===== src/rtl/uart_rx_fifo_if.sv =====
// Receive-FIFO bus bundle: receiver frame inputs, consumer show-ahead read port, status.
// Ports: rx_data/rx_done/parity_odd (receiver), rd_data/rd_perr/rd_valid/rd_ready (consumer),
//        overrun/ovr_clr (sticky drop flag), level (occupancy). slave = FIFO side, master = user side.
interface uart_rx_fifo_if #(
    parameter int DEPTH  = 4,
    parameter int DATA_W = 8
);
    localparam int LW = $clog2(DEPTH) + 1;

    logic [DATA_W:0]   rx_data;
    logic              rx_done;
    logic              parity_odd;
    logic [DATA_W-1:0] rd_data;
    logic              rd_perr;
    logic              rd_valid;
    logic              rd_ready;
    logic              overrun;
    logic              ovr_clr;
    logic [LW-1:0]     level;

    modport slave (
        input  rx_data, rx_done, parity_odd, rd_ready, ovr_clr,
        output rd_data, rd_perr, rd_valid, overrun, level
    );

    modport master (
        output rx_data, rx_done, parity_odd, rd_ready, ovr_clr,
        input  rd_data, rd_perr, rd_valid, overrun, level
    );
endinterface


===== src/rtl/uart_rx_fifo.sv =====
// Purpose: buffers UART receiver frames (data + parity-error flag) in a small show-ahead FIFO.
// Latency: a frame pushed on the rx_done rising edge is visible on rd_* the following cycle.
// Backpressure: rd_valid/rd_ready pop; a push into a full FIFO with no pop drops the frame and sets overrun.
//
// Ports: clk, reset (sync, active-high); bus (uart_rx_fifo_if.slave) carrying
//   rx_data[DATA_W:0] (data + received parity bit), rx_done (frame-complete level), parity_odd,
//   rd_data/rd_perr/rd_valid/rd_ready (head entry), overrun/ovr_clr, level.
// Build option: define UART_RX_PARITY_CHECK_EN to compute the parity-error flag; otherwise it is 0.
module uart_rx_fifo #(
    parameter int DEPTH  = 4,
    parameter int DATA_W = 8
) (
    input  logic                 clk,
    input  logic                 reset,
    uart_rx_fifo_if.slave        bus
);
    localparam int AW = $clog2(DEPTH);
    localparam int LW = AW + 1;
    localparam logic [LW-1:0] DEPTH_L = LW'(DEPTH);

    // Storage word: {perr, data}
    logic [DATA_W:0]   mem_q [DEPTH];

    logic [AW-1:0]     wr_ptr_q, wr_ptr_d;
    logic [AW-1:0]     rd_ptr_q, rd_ptr_d;
    logic [LW-1:0]     level_q,  level_d;
    logic              overrun_q, overrun_d;
    logic              rx_done_q;

    logic              push;
    logic              pop;
    logic              full;
    logic              empty;
    logic              wr_en;
    logic              drop;
    logic              perr;

    // A held-high rx_done yields a single push: only the 0->1 transition counts.
    assign push  = bus.rx_done & ~rx_done_q;
    assign empty = (level_q == '0);
    assign full  = (level_q == DEPTH_L);
    assign pop   = ~empty & bus.rd_ready;

    // When full, a same-edge pop frees the slot the new frame needs.
    assign wr_en = push & (~full | pop);
    assign drop  = push & full & ~pop;

`ifdef UART_RX_PARITY_CHECK_EN
    // Total ones across data and parity bit must match the parity sense.
    assign perr = ((^bus.rx_data) != bus.parity_odd);
`else
    logic par_unused;
    assign par_unused = bus.rx_data[DATA_W] ^ bus.parity_odd;
    assign perr = 1'b0;
`endif

    always_comb begin
        wr_ptr_d  = wr_ptr_q;
        rd_ptr_d  = rd_ptr_q;
        level_d   = level_q;
        overrun_d = overrun_q;

        // DEPTH is a power of two, so natural pointer overflow gives the modulo wrap.
        if (wr_en) begin
            wr_ptr_d = wr_ptr_q + AW'(1);
        end
        if (pop) begin
            rd_ptr_d = rd_ptr_q + AW'(1);
        end

        unique case ({wr_en, pop})
            2'b10:   level_d = level_q + LW'(1);
            2'b01:   level_d = level_q - LW'(1);
            default: level_d = level_q;
        endcase

        // Clear first so a coincident drop leaves the flag set.
        if (bus.ovr_clr) begin
            overrun_d = 1'b0;
        end
        if (drop) begin
            overrun_d = 1'b1;
        end
    end

    always_ff @(posedge clk) begin
        if (reset) begin
            wr_ptr_q  <= '0;
            rd_ptr_q  <= '0;
            level_q   <= '0;
            overrun_q <= 1'b0;
            rx_done_q <= 1'b0;
        end else begin
            wr_ptr_q  <= wr_ptr_d;
            rd_ptr_q  <= rd_ptr_d;
            level_q   <= level_d;
            overrun_q <= overrun_d;
            rx_done_q <= bus.rx_done;
        end
    end

    // Storage is not reset; occupancy alone decides what is valid.
    always_ff @(posedge clk) begin
        if (!reset && wr_en) begin
            mem_q[wr_ptr_q] <= {perr, bus.rx_data[DATA_W-1:0]};
        end
    end

    assign bus.rd_valid = ~empty;
    assign bus.rd_data  = empty ? '0   : mem_q[rd_ptr_q][DATA_W-1:0];
    assign bus.rd_perr  = empty ? 1'b0 : mem_q[rd_ptr_q][DATA_W];
    assign bus.overrun  = overrun_q;
    assign bus.level    = level_q;

endmodule


===== src/flat_wrapper.sv =====
// flat-port wrapper written by rule: the top's interface ports become plain ports
module uart_rx_fifo_flat 
#(
    parameter int DEPTH  = 4,
    parameter int DATA_W = 8
)
  (clk, reset, bus_rx_data, bus_rx_done, bus_parity_odd, bus_rd_ready, bus_ovr_clr, bus_rd_data, bus_rd_perr, bus_rd_valid, bus_overrun, bus_level);
  uart_rx_fifo_if #(.DEPTH(DEPTH), .DATA_W(DATA_W)) bus_i ();
  input  logic clk;
  input  logic reset;
  input wire logic [$bits(bus_i.rx_data)-1:0] bus_rx_data;
  input wire logic [$bits(bus_i.rx_done)-1:0] bus_rx_done;
  input wire logic [$bits(bus_i.parity_odd)-1:0] bus_parity_odd;
  input wire logic [$bits(bus_i.rd_ready)-1:0] bus_rd_ready;
  input wire logic [$bits(bus_i.ovr_clr)-1:0] bus_ovr_clr;
  output wire logic [$bits(bus_i.rd_data)-1:0] bus_rd_data;
  output wire logic [$bits(bus_i.rd_perr)-1:0] bus_rd_perr;
  output wire logic [$bits(bus_i.rd_valid)-1:0] bus_rd_valid;
  output wire logic [$bits(bus_i.overrun)-1:0] bus_overrun;
  output wire logic [$bits(bus_i.level)-1:0] bus_level;
  assign bus_i.rx_data = bus_rx_data;
  assign bus_i.rx_done = bus_rx_done;
  assign bus_i.parity_odd = bus_parity_odd;
  assign bus_i.rd_ready = bus_rd_ready;
  assign bus_i.ovr_clr = bus_ovr_clr;
  assign bus_rd_data = bus_i.rd_data;
  assign bus_rd_perr = bus_i.rd_perr;
  assign bus_rd_valid = bus_i.rd_valid;
  assign bus_overrun = bus_i.overrun;
  assign bus_level = bus_i.level;
  uart_rx_fifo #(.DEPTH(DEPTH), .DATA_W(DATA_W)) u_core (.clk(clk), .reset(reset), .bus(bus_i));
endmodule

===== config.mk =====
export PLATFORM = sky130hd
export DESIGN_NAME = uart_rx_fifo_flat
export DESIGN_NICKNAME = d
export VERILOG_FILES = /design/src/rtl/uart_rx_fifo_if.sv /design/src/rtl/uart_rx_fifo.sv /design/src/flat_wrapper.sv
export SDC_FILE = /design/constraint.sdc
export NUM_CORES = 1
export LEC_CHECK = 0
export BUFFER_PORTS_ARGS = -buffer_cell sky130_fd_sc_hd__clkbuf_2
export CAP_MARGIN = 40
export CORE_MARGIN = 5
export CORE_UTILIZATION = 55
export CTS_CLUSTER_DIAMETER = 150
export DETAILED_ROUTE_END_ITERATION = 6
export GPL_ROUTABILITY_DRIVEN = 0
export PLACE_DENSITY = 0.78
export SYNTH_ARGS = -nofsm -noshare
export SYNTH_HDL_FRONTEND = slang
export SYNTH_SLANG_ARGS = --single-unit

===== constraint.sdc =====
create_clock -name clk -period 2.3 [get_ports clk]
set_input_delay 0.23 -clock clk [delete_from_list [all_inputs] [get_ports clk]]
set_output_delay 0.23 -clock clk [all_outputs]
set_load 0.02 [all_outputs]

Word level (Yosys, flattened, before mapping)
Memory sizes are Yosys's and may differ from the RTL's. A register that Yosys moved wholly into a read port is not among the register bits. Index checks and enable logic that the tools add are counted.

Equal/unequal tests: 3. Reduce and logical (&&, ||, !) cells: 5. Multipliers: 0. Div/mod/pow operators: 0. Shift operators: 0. Order comparisons: 0. Muxes and demuxes: 9. Bitwise gates (word level): 10. $add $sub $neg: 4.

Operators by type and width (count): two-way mux 8 bit (1); one-hot mux 3 bit (2 select lines) (1); bitwise AND 1 bit (5); two-way mux 1 bit (5); adder 2 x 1 -> 2 bit (second input constant) (2); two-way mux 2 bit (2); inverter 1 bit (4); nonzero test 2 bit (2); adder 3 x 1 -> 3 bit (second input constant) (1); equality test 3 bit (second input constant) (1); logical NOT 3 bit (1); subtractor 3 x 1 -> 3 bit (second input constant) (1); equality test 2 x 1 -> 1 bit (second input constant) (1); equality test 2 bit (second input constant) (1); logical AND 1 bit (1); logical NOT 1 bit (1); bitwise OR 1 bit (1).

Bits in read-only memories: 0. Bits in registers: 9. Word-level logic and storage cells: 37. Memories kept: 1. Bits in latches: 0. RAM bits: 32. Input port bits: 15.

Memory list: u_core.mem_q (depth 4, width 8, rd ports 1, clocked after memory_dff 1, wr ports 1, RTL line uart_rx_fifo.sv:22) `logic [DATA_W:0] mem_q [DEPTH];`.

Logic depth before layout (Yosys ltp)
Depth in word-level cells: 8. Mapped depth: 9. Gate-level depth less buffers: 9.

Worst setup path after synthesis
Ideal clock, no wire load.

Kind: flip-flop to flip-flop. Start: register u_core.level_q[2], in the netlist u_core.bus.level[2]. End: register u_core.level_q[2], in the netlist u_core.bus.level[2]. Cell stages (with the launch flop): 10. Setup slack: 0.155 ns. Data arrival time: 2.074 ns. Library setup time: 0.071 ns. Path buffers: 0. Cell sequence: dfxtp_1 nor4b_4 nor2_2 inv_1 ha_1 inv_1 fa_1 xor2_1 or3_1 a21oi_1.

Longest elaborated chain between the ends: 7. Elaborated cells on any way between the ends: 13.

RTL lines: from (decl) (RTL line uart_rx_fifo.sv:26) `logic [LW-1:0] level_q, level_d;`; from (signal assigned) (RTL line uart_rx_fifo.sv:96) `level_q <= level_d;`; logical NOT 3 bit (RTL line uart_rx_fifo.sv:40) `assign empty = (level_q == '0);`; inverter 1 bit (RTL line uart_rx_fifo.sv:42) `assign pop = ~empty & bus.rd_ready;`; bitwise AND 1 bit (RTL line uart_rx_fifo.sv:42); bitwise OR 1 bit (RTL line uart_rx_fifo.sv:45) `assign wr_en = push & (~full | pop);`; bitwise AND 1 bit (RTL line uart_rx_fifo.sv:45); equality test 2 x 1 -> 1 bit or equality test 2 bit (tied branches) (RTL line uart_rx_fifo.sv:71) `unique case ({wr_en, pop})`; one-hot mux 3 bit (2 select lines) or nonzero test 2 bit (tied branches).

Parallel ways exist; a longest one is shown, timed or not. A chain may end at the register's enable or synchronous reset.

Worst setup path in the final report
Start: register u_core.level_q[1], in the netlist u_core.bus.level[1]. End: register u_core.level_q[2], in the netlist u_core.bus.level[2].

The elaborated chain is that of the path after synthesis.

==> impl_metrics.tcl <==
set metrics [dict create \
    core-area_sq_mm 0.00308 \
    cap_violations 0 \
    fin_ws_ps 119 \
    ctsRootBufferMaster "clkbuf_4" \
    report.final.hold_viol_count 0 \
    syn_nets 136 \
    grt_pass1_wl_um 4920 \
    syn2layout_area_growth_pct 14.3 \
    p_leak_uw 0.000758 \
    port_buffers 25 \
    grt_util_all_layers 0.156 \
    antenna_found_initial 0 \
    ys_ff_latch 43 \
    async_flop_share 0 \
    power.density_mw_per_mm2 1100 \
    power_uw 2240 \
    grt_max_degree 14 \
    dieArea_sq_mm 0.00449 \
    cts.sinks 43 \
    cpPeakStageDelay_ps 400 \
    clockBufferDepth 2 \
    postRouteAntennaNets 0 \
    hold_class "input pin to flip-flop" \
    avgViaCountPerCell 5.05 \
    crit_arrival_ps 2460 \
    fin_nets 166 \
    synth-edff-count 32 \
    route.detailed.drc 0 \
    synth_cells 115 \
    rows 20 \
    max_freq_ghz 0.459 \
    ir_worst_vdd_uv 818 \
    synth_seq_area_share 0.661 \
    first_pass_iters 4 \
    totalWireLength_um 2990 \
    grt_pass1_vias 1007 \
    slowest_stage "dfxtp_1" \
    worstPathMaxFanout 6 \
    mappedNetlistArea_sq_mm 0.00179 \
    vias 959 \
    dp_hpwl_um 2150 \
    status "finished clean" \
    placed_cells 182 \
    finalSetupViolations 0 \
    synth_ff_type "edfxtp_1" \
    htreeDepth 2 \
    cts_hold_buf 0 \
    setup_tns_ps 0 \
    wl_per_cell_um 15.7 \
    start_kind "flip-flop" \
    fin_crit_ps 2180 \
    synth_warnings 0 \
    die_w_um 67.0 \
    place_ws_ps 103 \
    fin_skew_ps 10.7 \
    criticalPathCategory "flip-flop to flip-flop" \
    cts_tree "done" \
    avgSynthCellArea_sq_um 15.5 \
    fin_cells 190 \
    clock_latency_ps 350 \
    crit_required_ps 2580 \
    initial_core_util 0.581 \
    cpMostUsedCell "inv_1" \
    slew_violations 0 \
    cts_buffers 5 \
    fp.dieH_um 67.0 \
    io_pins 29 \
    overflow 0 \
    post-route-period-util 0.948 \
    cts.reportedPaths.clkPinSlew_ps 120 \
    end_kind "flip-flop" \
    drive_above_1_share 0.322 \
    postCtsSetupBuffers 0 \
    drt_iter0_drc 31 \
    crit_chain "nor4b_4 > nor2_2 > inv_1 > ha_1 > inv_1 > fa_1 > xor2_1 > or3_1 > a21oi_1" \
    fillCellCount 231 \
    synth_cell_type_count 26 \
    diodes 0 \
]
[final cells by class]
type	count	area [sq um]	area share
flip-flops and latches	43	1180	0.579
multi-input cells	59	552	0.270
repair buffers	28	148	0.0723
well taps	44	55.1	0.0269
clock inverters	3	38.8	0.0190
clock buffers	5	37.5	0.0184
inverters	8	30.0	0.0147
[where the power goes]
| group | internal, uW | switching (uW) | leakage [uW] |
|---|---|---|---|
| combinational | 343 | 460 | 0.000335 |
| clock | 224 | 233 | 0.0000426 |
| sequential | 900 | 77.2 | 0.000380 |
| total | 1470 | 770 | 0.000758 |
[timing repair]
item / CTS / global route
gates resized for setup: 0 / 1
endpoints found under the setup margin: 0 / 1
endpoints found under the hold margin: 0 / 0
[worst paths after layout]
kind | startpoint | to | slack, ps | cells after the start
max | u_core.bus.level[1] | u_core.bus.level[2] | 120 | 9
min | bus_rx_data[2] | u_core.mem_q[1][2] | 90 | 1
max reg2reg | u_core.bus.level[1] | u_core.bus.level[2] | 120 | 9
min reg2reg | u_core.bus.overrun | u_core.bus.overrun | 480 | 2
[cells in the final DEF (no fill, tap or decap), types with 2 or more instances in the layout]
cell / count
edfxtp_1: 32
clkbuf_2: 25
dfxtp_1: 10
nor2b_1: 9
inv_1: 8
mux4_2: 8
nor2_1: 7
ha_1: 5
clkbuf_4: 5
nand2b_1: 4
and2_1: 4
a21oi_1: 4
xor2_1: 3
buf_4: 3
nor3_1: 2
o21ai_0: 2
or3_1: 2
[logic make-up after synthesis]
kind of cell    count (synthesis)  synth area share
compound gates                  7            0.0210
xor+xnor                        3            0.0147
fa+ha+maj                       6            0.0462
buf+inv                        13            0.0308
flops                          43             0.661
mux                            10             0.115
other cells                     1           0.00210
simple gates                   32             0.110
[registers in the layout (all words and copies together), names as in the netlist, named ones only]
signal and count:
u_core.wr_ptr_q 2, u_core.mem_q 32, u_core.bus.level 3, u_core.bus.overrun 1, u_core.rd_ptr_q 2, u_core.rx_done_q 1
[stage by stage]
step	utilization	cell area [sq um]	hold slack [ps]
after CTS	0.663	2040	80.0
after detailed placement	0.639	1970	453
after global placement	0.639	1970	443
after global routing	0.664	2040	65.5
final	0.664	2040	92.6
after floorplan	-	1790	329
[synthesized netlist by cell type (2+ instances only)]
library cell | number | area share
a21oi_1 | 4 | 0.011
and2_1 | 4 | 0.014
buf_2 | 2 | 0.0056
clkbuf_1 | 2 | 0.0042
dfxtp_1 | 11 | 0.12
edfxtp_1 | 32 | 0.54
ha_1 | 5 | 0.035
inv_1 | 8 | 0.017
mux4_2 | 8 | 0.10
nand2b_1 | 4 | 0.014
nor2_1 | 7 | 0.015
nor2b_1 | 9 | 0.031
nor3_1 | 2 | 0.0056
o21ai_0 | 2 | 0.0056
or3_1 | 2 | 0.0070
xor2_1 | 3 | 0.015
[layer usage]
metal / vias to the layer above / share of wire / global-route usage
li1: 468 / - / -
met1: 467 / 0.42 / 0.194
met2: 18 / 0.51 / 0.249
met3: 6 / 0.051 / 0.0573
met4: 0 / 0.015 / 0.0532
met5: - / 0 / 0
[critical path, delay by kind of cell (launching register included)]
kind / cells / cell delay [ps]
AND/OR/NAND/NOR: 3 / 730
adder cells (fa/ha/maj): 2 / 550
AO/OA/AOI/OAI: 1 / 140
flip-flops: 1 / 400
buffers and inverters: 2 / 130
XOR/XNOR: 1 / 150
No activity file was read; power rests on OpenSTA's default activity.
